File: src/rtl/vector_mem_pkg.sv
// Shared types and helpers for the vector memory sequencer.
package vector_mem_pkg;

    typedef enum logic [2:0] {
        IDLE,
        LOAD,
        DRAIN,
        STORE,
        DONE
    } seq_state_e;

    // Beat counter width for a given lane count.
    function automatic int beat_w(int lanes);
        return (lanes > 1) ? $clog2(lanes) : 1;
    endfunction

    // LSB position of a lane inside a packed vector.
    function automatic int unsigned lane_lsb(int unsigned lane, int unsigned width);
        return lane * width;
    endfunction

endpackage

File: src/rtl/vector_mem_sequencer_if.sv
// Single-port scalar data memory bus driven by the sequencer.
interface vector_mem_sequencer_if #(
    parameter int ADDR_WIDTH = 16,
    parameter int DATA_WIDTH = 8
);
    logic [ADDR_WIDTH-1:0] memAddr;
    logic                  memWriteEnable;
    logic [DATA_WIDTH-1:0] memWriteData;
    logic [DATA_WIDTH-1:0] memReadData;

    modport master (
        output memAddr, memWriteEnable, memWriteData,
        input  memReadData
    );

    modport slave (
        input  memAddr, memWriteEnable, memWriteData,
        output memReadData
    );
endinterface

File: src/rtl/vector_mem_sequencer_lane_beat_counter.sv
// Beat counter walking the lanes of one vector access.
module lane_beat_counter
    import vector_mem_pkg::*;
#(
    parameter int LANES = 4,
    localparam int BW   = beat_w(LANES)
) (
    input  logic          clk,
    input  logic          reset,
    input  logic          clear,
    input  logic          enable,
    output logic [BW-1:0] beat,
    output logic          last
);
    always_ff @(posedge clk) begin
        if (reset || clear) begin
            beat <= '0;
        end else if (enable) begin
            beat <= beat + BW'(1);
        end
    end

    assign last = (beat == BW'(LANES - 1));
endmodule

File: src/rtl/vector_mem_sequencer.sv
// Serialises a vector load/store into single-element memory beats and stalls M meanwhile.
module vector_mem_sequencer
    import vector_mem_pkg::*;
#(
    parameter int LANES      = 4,
    parameter int DATA_WIDTH = 8,
    parameter int ADDR_WIDTH = 16
) (
    input  logic                        clk,
    input  logic                        reset,
    input  logic                        startLoadM,
    input  logic                        startStoreM,
    input  logic [ADDR_WIDTH-1:0]       baseAddrM,
    input  logic [LANES*DATA_WIDTH-1:0] storeDataM,
    vector_mem_sequencer_if.master      mem,
    output logic                        stallM,
    output logic [LANES*DATA_WIDTH-1:0] loadDataWB,
    output logic                        loadValidWB,
    output logic                        busy
);
    localparam int BW = beat_w(LANES);

    seq_state_e                  state;
    logic [ADDR_WIDTH-1:0]       base;
    logic [LANES*DATA_WIDTH-1:0] store_vec;
    logic                        is_load;
    logic [BW-1:0]               beat;
    logic [BW-1:0]               prev_beat;
    logic                        last_beat;

    lane_beat_counter #(.LANES(LANES)) u_beat (
        .clk    (clk),
        .reset  (reset),
        .clear  (state == IDLE),
        .enable ((state == LOAD) || (state == STORE)),
        .beat   (beat),
        .last   (last_beat)
    );

    // Read data lags the address by one cycle, so a load beat fills the previous lane.
    assign prev_beat = beat - BW'(1);

    always_ff @(posedge clk) begin
        if (reset) begin
            state      <= IDLE;
            base       <= '0;
            store_vec  <= '0;
            is_load    <= 1'b0;
            loadDataWB <= '0;
        end else begin
            case (state)
                IDLE: begin
                    if (startLoadM) begin
                        base    <= baseAddrM;
                        is_load <= 1'b1;
                        state   <= LOAD;
                    end else if (startStoreM) begin
                        base      <= baseAddrM;
                        store_vec <= storeDataM;
                        is_load   <= 1'b0;
                        state     <= STORE;
                    end
                end
                LOAD: begin
                    if (beat != '0)
                        loadDataWB[lane_lsb(32'(prev_beat), DATA_WIDTH) +: DATA_WIDTH] <= mem.memReadData;
                    if (last_beat) state <= DRAIN;
                end
                DRAIN: begin
                    loadDataWB[(LANES-1)*DATA_WIDTH +: DATA_WIDTH] <= mem.memReadData;
                    state <= DONE;
                end
                STORE: begin
                    if (last_beat) state <= DONE;
                end
                DONE:    state <= IDLE;
                default: state <= IDLE;
            endcase
        end
    end

    always_comb begin
        stallM             = 1'b0;
        mem.memAddr        = '0;
        mem.memWriteEnable = 1'b0;
        mem.memWriteData   = '0;
        case (state)
            IDLE:  stallM = startLoadM | startStoreM;
            LOAD: begin
                stallM      = 1'b1;
                mem.memAddr = base + ADDR_WIDTH'(beat);
            end
            DRAIN: stallM = 1'b1;
            STORE: begin
                stallM             = 1'b1;
                mem.memAddr        = base + ADDR_WIDTH'(beat);
                mem.memWriteEnable = 1'b1;
                mem.memWriteData   = store_vec[lane_lsb(32'(beat), DATA_WIDTH) +: DATA_WIDTH];
            end
            default: stallM = 1'b0;
        endcase
    end

    assign loadValidWB = (state == DONE) && is_load;
    assign busy        = (state != IDLE);
endmodule

File: src/flat_wrapper.sv
// flat-port wrapper written by rule: the top's interface ports become plain ports
module vector_mem_sequencer_flat import vector_mem_pkg::*;
#(
    parameter int LANES      = 4,
    parameter int DATA_WIDTH = 8,
    parameter int ADDR_WIDTH = 16
)
  (clk, reset, startLoadM, startStoreM, baseAddrM, storeDataM, stallM, loadDataWB, loadValidWB, busy, mem_memAddr, mem_memWriteEnable, mem_memWriteData, mem_memReadData);
  vector_mem_sequencer_if #(.ADDR_WIDTH(ADDR_WIDTH), .DATA_WIDTH(DATA_WIDTH)) mem_i ();
  input  logic clk;
  input  logic reset;
  input  logic startLoadM;
  input  logic startStoreM;
  input  logic [ADDR_WIDTH-1:0] baseAddrM;
  input  logic [LANES*DATA_WIDTH-1:0] storeDataM;
  output logic stallM;
  output logic [LANES*DATA_WIDTH-1:0] loadDataWB;
  output logic loadValidWB;
  output logic busy;
  output wire logic [$bits(mem_i.memAddr)-1:0] mem_memAddr;
  output wire logic [$bits(mem_i.memWriteEnable)-1:0] mem_memWriteEnable;
  output wire logic [$bits(mem_i.memWriteData)-1:0] mem_memWriteData;
  input wire logic [$bits(mem_i.memReadData)-1:0] mem_memReadData;
  assign mem_memAddr = mem_i.memAddr;
  assign mem_memWriteEnable = mem_i.memWriteEnable;
  assign mem_memWriteData = mem_i.memWriteData;
  assign mem_i.memReadData = mem_memReadData;
  vector_mem_sequencer #(.LANES(LANES), .DATA_WIDTH(DATA_WIDTH), .ADDR_WIDTH(ADDR_WIDTH)) u_core (.clk(clk), .reset(reset), .startLoadM(startLoadM), .startStoreM(startStoreM), .baseAddrM(baseAddrM), .storeDataM(storeDataM), .mem(mem_i), .stallM(stallM), .loadDataWB(loadDataWB), .loadValidWB(loadValidWB), .busy(busy));
endmodule
File: config.mk
export PLATFORM = sky130hd
export DESIGN_NAME = vector_mem_sequencer_flat
export DESIGN_NICKNAME = d
export VERILOG_FILES = /design/src/rtl/vector_mem_pkg.sv /design/src/rtl/vector_mem_sequencer_if.sv /design/src/rtl/vector_mem_sequencer_lane_beat_counter.sv /design/src/rtl/vector_mem_sequencer.sv /design/src/flat_wrapper.sv
export SDC_FILE = /design/constraint.sdc
export NUM_CORES = 1
export LEC_CHECK = 0
export BUFFER_PORTS_ARGS = -buffer_cell sky130_fd_sc_hd__buf_2
export CORE_MARGIN = 5
export CORE_UTILIZATION = 55
export DETAILED_ROUTE_END_ITERATION = 16
export PLACE_DENSITY = 0.85
export SYNTH_ARGS = -nofsm -noshare
export SYNTH_HDL_FRONTEND = slang
export SYNTH_SLANG_ARGS = --single-unit
File: constraint.sdc
create_clock -name clk -period 4.36 [get_ports clk]
set_input_delay 0.872 -clock clk [delete_from_list [all_inputs] [get_ports clk]]
set_output_delay 0.872 -clock clk [all_outputs]
set_load 0.05 [all_outputs]
Word-level counts from Yosys, hierarchy flattened. Cells that the tools add are included.

Bits in registers: 86.

Add/sub/neg operators: 4. Equal/unequal tests: 9. Shift operators: 3. Muxes and demuxes: 16. Bitwise operators: 2. Reductions and logical operators: 15.

Operators by type and width (count): 16-bit two-way mux (3); 5-bit negation with 34-bit output (1); 8-bit by 34-bit variable shift with 32-bit output (first input constant) (1); 8-bit by 34-bit indexed part select with 32-bit output (1); 32-bit bitwise mux (1); 32-bit two-way mux (1); 32-bit by 6-bit indexed part select with 8-bit output (1); 16-bit by 2-bit adder with 16-bit output (1); 8-bit one-hot mux with 2 select lines (1); 3-bit two-way mux (4); 3-bit one-hot mux with 4 select lines (1); 8-bit two-way mux (1); 3-bit by 2-bit equality test with 1-bit output (second input constant) (2); 2-bit AND reduction (3); 3-bit AND reduction (2); 2-bit nonzero test (3); 2-bit by 1-bit inequality test with 1-bit output (second input constant) (2); 3-bit by 1-bit equality test with 1-bit output (second input constant) (1); 3-bit equality test (second input constant) (1); 3-bit logical NOT (1); 1-bit two-way mux (3); 3-bit inequality test (second input constant) (1); 3-bit nonzero test (1); 3-bit OR reduction (1); 10 further kinds (11).

Logic depth before layout (Yosys ltp). Gate-level depths: netlist (run 1).

Depth after elaboration: 6. Gate-level depth with buffers: 8.

Cells and area by module. From an unflattened synthesis (run 1), not the netlist that was laid out.

Cell total of the unflattened synthesis: 472. Area total of the unflattened synthesis: 3862.5 um^2.

Modules (own cells, without submodules): vector_mem_sequencer (instances 1, cells each 465, area each 3771.1 um^2, sequential area each 1681.6 um^2); lane_beat_counter (instances 1, cells each 7, area each 91.3 um^2, sequential area each 40.0 um^2).

Least setup slack after synthesis (run 1). No wires, ideal clock.

Path kind: register to output. Start point: register u_core.u_beat.beat[0]. End point: output mem_memAddr[10]. Arrival: 2517 ps. Data required time: 3488 ps. Path slack: 971 ps. Cell stages (with the launch flop): 7. Buffers on the path: 0. Cells stage by stage: dfxtp_1 > ha_1 > fa_1 > and2_1 > nand3_1 > nor2_1 > o21ai_0.

Cells in the longest elaborated chain, start to end: 2.

RTL lines: start: declaration (RTL line vector_mem_sequencer_lane_beat_counter.sv:12) `output logic [BW-1:0] beat,`; start signal: assignment (RTL line vector_mem_sequencer_lane_beat_counter.sv:19) `beat <= beat + BW'(1);`; 16-bit by 2-bit adder with 16-bit output (RTL line vector_mem_sequencer.sv:91, vector_mem_sequencer.sv:96); 16-bit two-way mux; end: declaration (RTL line flat_wrapper.sv:20) `output wire logic [$bits(mem_i.memAddr)-1:0] mem_memAddr;`.

No other way between the ends.

Worst setup path after layout (run 1).
Start point: register u_core.u_beat.beat[1]. End point: output mem_memAddr[15].

The elaborated chain is that of the path after synthesis.

==> impl_summary.md, run 1 <==
Status
The run finished with clean final reports.

Setup path
At the worst endpoint, the arrival time is 2.72 ns. For the worst setup path, the data required time is 3.49 ns. STA classifies the critical path endpoint as a primary output. The kind of critical path is reg2out. Along the worst path, the maximum fanout reaches 13.

STA classifies the critical path startpoint as a flip-flop.

Floorplanning
Measured along the x axis, the die boundary spans 94.18 um. The die boundary height is 94.18 um. The die area is 8870 um2. The number of ports placed on the die boundary is 120.

The core region is 6832 um2. The floorplan has 30 rows. The initial core utilization is 57.05%.

Layout
The filler cell count is 561. The final layout contains 658 nets. The repair_antennas step left the layout with diodes totalling 0.

Cells with a size suffix above 1 make up 25.30% of the layout. In the final layout, the multi-input gates occupy 2011 um2. The area growth from synthesis to final layout is 21.54%. The area taken by flip-flops and latches is 1722 um2.

Clock network
The number of gates resized after CTS is 0. The clock sink count is 86. The number of buffers between clock root and the deepest sink is 2. The cts-stage hold buffer count is 0. In this run, CTS created clock tree buffers numbering 9. The buffer cell driving the clock tree root is sky130_fd_sc_hd__clkbuf_8. TritonCTS built the clock tree.

The number of levels in the clock H-tree is 3. Clock-pin slew was measured on the worst setup and hold paths at 0.09 ns. The latest clock arrival within the worst-skew pair is 0.34 ns. In this run the post-CTS setup repair buffer count came out at 0.

Pwr
The analysis attributes to cell leakage a power of 1.959 nW. The power per unit of standard cell area is 369.4 nW/um2. The maximum resistive drop on vdd is 0.2051 mV.

The total design power is 1.750 mW.

Yosys
Dividing the synthesized area by the synthesized cell count gives 8.003 um2. The cell count after synthesis came out at 487. The cell area that synthesis handed to floorplanning was 3897 um2. The number of distinct library cells after synthesis is 44. The number of warnings printed during yosys synthesis is 0. The share of the Yosys chip area taken by registers is 44.17%. The register bit total from synthesis is 86. The number of nets in the synthesized netlist is 556.

Route
The post-detailed-route DRC marker count is 0. The final wirelength is 10350 um. The total via count in the routed design is 3774. In the final routed layout, each cell accounts on average for 15.02 um. Using the TritonRoute via totals, the vias-per-cell ratio works out to 5.478. In this run, the number of DRC markers left after iteration 0 of detailed routing was 227. The first detailed-routing pass ran for 5 iterations. The post-route antenna net violation count is 0.

Timing
Setup violations remaining at the end of the flow were counted as 0. The final critical path takes up 82.42% of the cycle. The worst-margin pin slew is 1.188 ns. Setup total negative slack on the finished layout was measured at 0 ns. Timing would allow up to 278.3 MHz. The relative slew slack is 20.57%. The final max-slew violation count came to 0. Hold is met by 0.4511 ns. Setup repair after global routing left no endpoint under its margin. The smallest clock period supported by the final layout is computed as 3.594 ns. The count of endpoints failing hold in the final timing report was 0. The setup clock skew after layout is 0.01175 ns.

Global routing
The initial antenna violation count is 0. The wire length of the first global-routing pass is 16470 um. Across every metal layer, demand over resource in global routing totals 23.05%. The total grt overflow is 0. Entering global routing, the biggest net connects 56 pins.

The number of global-route vias before repair is 3646.

Run
Across the run, the number of max-cap violations was 0.

Min path
The worst hold path belongs to the class reg2reg.

Placed design
At the end of routability-driven placement, the weighted congestion stood at 0.8896. Detailed placement finished with a half-perimeter wire length of 7367 um. The number of port buffers is 119.
## kinds of logic after synthesis
| logic type | after synthesis | synth area share (%) |
|---|---|---|
| XOR/XNOR | 10 | 2.247 |
| flip-flops | 86 | 44.17 |
| adder cells (fa/ha/maj) | 9 | 3.082 |
| AND/OR/NAND/NOR | 235 | 28.12 |
| buffers and inverters | 37 | 4.237 |
| AO/OA/AOI/OAI | 102 | 13.52 |
| multiplexers | 8 | 4.623 |
## power breakdown
part / switching (mW) / internal [mW]
Sequential: 0.0321 / 0.817
Clock: 0.273 / 0.395
Combinational: 0.155 / 0.0781
Total: 0.460 / 1.29
## worst max-delay path, cell delays in order (launching register included)
cell	delay, ns
sky130_fd_sc_hd__dfxtp_1	0.75
sky130_fd_sc_hd__ha_1	0.25
sky130_fd_sc_hd__a21oi_1	0.13
sky130_fd_sc_hd__or3_4	0.43
sky130_fd_sc_hd__or4_1	0.40
sky130_fd_sc_hd__a21oi_1	0.14
sky130_fd_sc_hd__buf_2	0.28
## through the flow
step / area (um2) / worst slack (ns) / cells / utilization (%)
2_1_floorplan: 3897 / 0.9712 / 487 / -
3_3_place_gp: 4493 / 1.192 / 674 / 65.77
3_5_place_dp: 4493 / 1.146 / 674 / 65.77
4_1_cts: 4737 / 0.7695 / 689 / 69.34
5_1_grt: 4737 / 0.6147 / 689 / 69.34
6_report: 4737 / 0.7663 / 689 / 69.34
## routing by layer
layer  vias up  GRT usage, %  wire, um
met3         6         6.571       779
met2       140         39.60      5141
met4         0         4.934        60
li1       1854             -         -
met1      1774         28.68      4366
met5         -             0         0
## placed cells by master (no fill, tap or decap), types with 8 or more instances in the layout
master / n
sky130_fd_sc_hd__nand2_1: 139
sky130_fd_sc_hd__nand3_1: 36
sky130_fd_sc_hd__ha_1: 8
sky130_fd_sc_hd__nor2_1: 11
sky130_fd_sc_hd__a21oi_1: 90
sky130_fd_sc_hd__buf_2: 119
sky130_fd_sc_hd__and3_1: 10
sky130_fd_sc_hd__clkbuf_8: 10
sky130_fd_sc_hd__dfxtp_1: 86
sky130_fd_sc_hd__mux4_2: 8
## Yosys cell counts, drive strengths merged
cell / instances / area (um2)
or4: 2 / 15.01
nor3b: 2 / 20.02
a21oi: 90 / 450.4
nor2: 11 / 41.29
xnor2: 5 / 43.79
and4: 1 / 8.760
fa: 1 / 20.02
clkbuf: 21 / 80.07
nor2b: 3 / 18.77
nand4bb: 1 / 11.26
o2bb2ai: 1 / 8.760
nand3: 37 / 190.2
nor4: 2 / 12.51
nor4b: 3 / 41.29
nand3b: 1 / 7.510
inv: 6 / 22.52
o21a: 1 / 7.510
nand2b: 3 / 18.77
nand4: 2 / 12.51
o21ai: 6 / 30.02
o31ai: 1 / 7.510
ha: 8 / 100.1
and3: 10 / 62.56
mux4: 8 / 180.2
a22oi: 2 / 15.01
xor2: 5 / 43.79
a21o: 1 / 7.510
nor3: 7 / 40.04
or3: 5 / 36.28
dfxtp: 86 / 1722
and2: 6 / 37.53
nand2: 139 / 521.8
buf: 10 / 62.55
## final timing paths
path	slack [ns]	from	endpoint	cells after the start
max	0.77	u_core.u_beat.beat[1]	mem_memAddr[15]	6
min	0.45	u_core.loadDataWB[11]	u_core.loadDataWB[11]	2
max reg2reg	1.78	u_core.u_beat.beat[1]	u_core.loadDataWB[16]	5
min reg2reg	0.45	u_core.loadDataWB[11]	u_core.loadDataWB[11]	2
## flip-flops by register name, indices dropped and copies added, names as in the netlist
name,count
u_core.loadDataWB,32
u_core.store_vec,32
u_core.base,16
u_core.state,3
u_core.u_beat.beat,2
u_core.is_load,1
## final cells by class
type | instances | area share (%)
well taps | 96 | 2.536
inverters | 6 | 0.4754
repair buffers | 122 | 13.05
multi-input cells | 364 | 42.45
clock buffers | 10 | 2.905
clock inverters | 5 | 2.245
flip-flops and latches | 86 | 36.34
No activity file was read; power rests on OpenSTA's default activity.
==> run 2: changes to the inputs <==
- CORE_UTILIZATION: 55 -> 51
- PLACE_DENSITY: 0.85 -> 0.8
- clock period: 4.36 -> 3.4 ns (I/O delays scaled with it)
==> run 2 against run 1 <==
Effect of this change: routed wire length is 1.1% higher; count of clock-buffer cells in the layout stayed put; register-to-register slack got worse by 0.65 ns; combinational power increased by 32%; sequential power rose by 28%; total power rose by 23%; utilization is 4.5 points lower; via count rose by 0.64%; design area is 0.29% higher; clock power rose by 14%; clock skew decreased by 0.0045 ns; sequential cell count unchanged; largest cell class unchanged; largest power group unchanged.
==> impl_summary.md, run 2 (same netlist as run 1, synthesis figures left out) <==
Setup path
The capturing element type of the critical path is a primary output. The largest fanout on the critical path was 6 (-7). Counting stages on the worst path, the most repeated cell is sky130_fd_sc_hd__a21oi_1.

The data arrival time of the critical path came to 2.41 ns (-0.31 ns). The slack of the worst reg-to-reg path is 1.13 ns (-0.65 ns). The master of the slowest instance on the critical path is sky130_fd_sc_hd__or3_4.

The largest stage delay on the critical path is 0.43 ns (-0.32 ns). The required time of the critical path is 2.72 ns (-0.77 ns). The buffer and inverter count on the worst path was 1 (unchanged).

The kind of cell with the highest combined delay along the critical path is simple AND/OR/NAND/NOR gates. The cell depth of the worst flop-to-flop path came to 6 (+1). In this run the critical register-to-register path is launched from u_core.u_beat.beat[0].

The worst setup path is of the reg2out kind. The endpoint of the most critical register-to-register path is u_core.loadDataWB[15]. The critical path goes through ha_1, a21oi_1, or3_4, or4_1, a21oi_1, buf_2. STA classifies the critical path startpoint as a flip-flop.

Clock network
The number of gates resized after CTS is 0 (unchanged). The number of buffers between clock root and the deepest sink came to 2 (unchanged). The root buffer cell chosen for the clock tree is sky130_fd_sc_hd__clkbuf_8. The clock sink count is 86 (unchanged). The register clock-pin slew on the reported worst setup and hold paths came to 0.08 ns (about the same). The count of buffers added by post-CTS timing repair for setup came to 0 (unchanged). TritonCTS built the clock tree. The number of levels in the clock H-tree is 3 (unchanged). The cts-stage hold buffer count was 0 (unchanged). The latest clock arrival within the worst-skew pair was 0.35 ns (about the same).

The CTS buffer count came to 9 (unchanged).

Route
The ratio of routed vias to standard cells is 5.457 (-0.38%). The total via count in the routed design is 3798 (+0.64%). The post-detailed-route DRC marker count came to 0 (unchanged). The average wire length per cell after detail routing was 15.03 um (about the same). The post-route antenna net violation count is 0 (unchanged). The detailed-routing iteration count for the pre-antenna-repair pass is 5 (unchanged).

The number of DRC violations after detailed-routing iteration 0 is 200 (-12%). The final wirelength was 10460 um (+1.1%).

Timing
The final max-slew violation count is 0 (unchanged). The final clock period utilization by the worst path is 90.82%. The post-route setup TNS is 0 ns (unchanged). Setup repair after global routing left no endpoint under its margin. The setup clock skew after layout is 0.007267 ns (-0.004487 ns).

The relative slew slack is 40.48% (+20 points). The worst hold slack is 0.4499 ns (-0.001251 ns). The final setup violation count is 0 (unchanged). The count of endpoints failing hold in the final timing report came to 0 (unchanged).

The maximum clock frequency is 323.8 MHz. The worst-margin pin slew is 0.8860 ns (-0.3019 ns). The smallest clock period supported by the final layout is computed as 3.088 ns.

Pwr
The static leakage power is 1.969 nW (+0.50%). The total design power is 2.154 mW (+23%). The maximum resistive drop on vdd is 0.3779 mV (+84%). The power per unit of standard cell area is 453.4 nW/um2 (+23%).

Min path
The path with the worst hold slack has its endpoint at u_core.loadDataWB[14]. The startpoint identified for the worst hold timing path is u_core.loadDataWB[14]. The class of the tightest hold or removal check is reg2reg. The cell count of the worst hold path came to 2 (unchanged).

Placed design
The placed wire-length estimate after detailed placement came to 7664 um (+4.0%). The number of port buffers is 119 (unchanged). The final weighted congestion in routability-driven placement was 0.8508 (-4.4%). The total instance count after detailed placement is 682 (+1.2%).

Layout
The proportion of layout cells with a drive suffix above 1 is 25.80% (+0.50 points). In the layout the commonest cells are sky130_fd_sc_hd__nand2_1 (139), sky130_fd_sc_hd__buf_2 (119), sky130_fd_sc_hd__a21oi_1 (90). The diode insertion count for antenna repair was 0 (unchanged).

The final standard cell count with taps included and fillers excluded is 696 (+1.0%). The largest registers in the layout are u_core.loadDataWB (32), u_core.store_vec (32), u_core.base (16). Leaving out fill and tap cells, the most frequent cell in the layout is sky130_fd_sc_hd__nand2_1. The total number of nets in the final design came to 663 (+0.76%). Compared with the post-synthesis result, the final layout area differs by 21.89%.

Run
The number of max-cap violations is 0 (unchanged).

Global routing
The number of global-route vias before repair is 3684 (+1.0%). The global router's overall resource usage is 22.09% (-0.96 points). The wire length of the first global-routing pass came to 17580 um (+6.7%). The total grt overflow is 0 (unchanged). The largest net degree at the start of global routing is 55 (-1.8%). The initial antenna violation count was 0 (unchanged).

Floorplanning
The number of ports placed on the die boundary is 120 (unchanged). The die area was 9491 um2 (+7.0%). The core outline area is 7331 um2 (+7.3%). The number of core rows is 31 (+3.3%). The die boundary height was 97.42 um (+3.4%). The width of the chip was 97.42 um (+3.4%). The initial core utilization is 53.17% (-3.9 points).

Status
The run finished with clean final reports.
-- run 2: cell count changes in the layout (fill, tap and decap cells not counted), sizes merged --
cell | previous run | this run
buf | 122 | 127
bufinv | 3 | 2
clkinv | 0 | 1
inv | 7 | 6
-- run 2: stage by stage --
step	setup slack [ns]	utilization, %	cell area (um2)
2_1_floorplan	0.2032	-	3897
3_3_place_gp	0.7410	61.94	4541
3_5_place_dp	0.6841	61.94	4541
4_1_cts	0.2914	64.81	4751
5_1_grt	0.1303	64.81	4751
6_report	0.3120	64.81	4751
-- run 2: final cells by class --
type	instances	area, um2
fill	648	2580
timing repair buffer	127	655.6
multi-input combinational	364	2017
clock buffer	10	137.6
tap	99	123.9
clock inverter	4	72.57
sequential	86	1722
inverter	6	22.52
-- run 2: how the worst max path moves through the flow --
| stage | startpoint | cells past startpoint | end |
|---|---|---|---|
| floorplan | u_core.u_beat.beat[0] | 6 | mem_memAddr[10] |
| global placement | u_core.u_beat.beat[1] | 7 | mem_memAddr[10] |
| detailed placement | u_core.base[1] | 6 | mem_memAddr[15] |
| CTS | u_core.base[1] | 6 | mem_memAddr[15] |
| global route | u_core.base[1] | 6 | mem_memAddr[15] |
| finish | u_core.base[1] | 6 | mem_memAddr[15] |
-- run 2: worst reg2reg max path, stage by stage, from the launching register on --
cell,delay [ns]
sky130_fd_sc_hd__dfxtp_1,0.35
sky130_fd_sc_hd__buf_4,0.27
sky130_fd_sc_hd__inv_1,0.15
sky130_fd_sc_hd__ha_1,0.36
sky130_fd_sc_hd__nor3b_1,0.73
sky130_fd_sc_hd__nand3_1,0.18
sky130_fd_sc_hd__a21oi_1,0.17
-- run 2: layer usage --
| layer | GRT usage (%) | up-vias | share of wire [%] |
|---|---|---|---|
| met2 | 36.37 | 135 | 48 |
| met3 | 7.394 | 18 | 7.7 |
| met4 | 6.709 | 0 | 1.8 |
| met5 | 0 | - | 0 |
| met1 | 27.38 | 1775 | 42 |
| li1 | - | 1870 | - |
-- run 2: report_power, final --
group          total, mW  switching [mW]  internal (mW)
registers           1.09          0.0396           1.05
clock network      0.760           0.335          0.424
logic              0.307           0.201          0.107
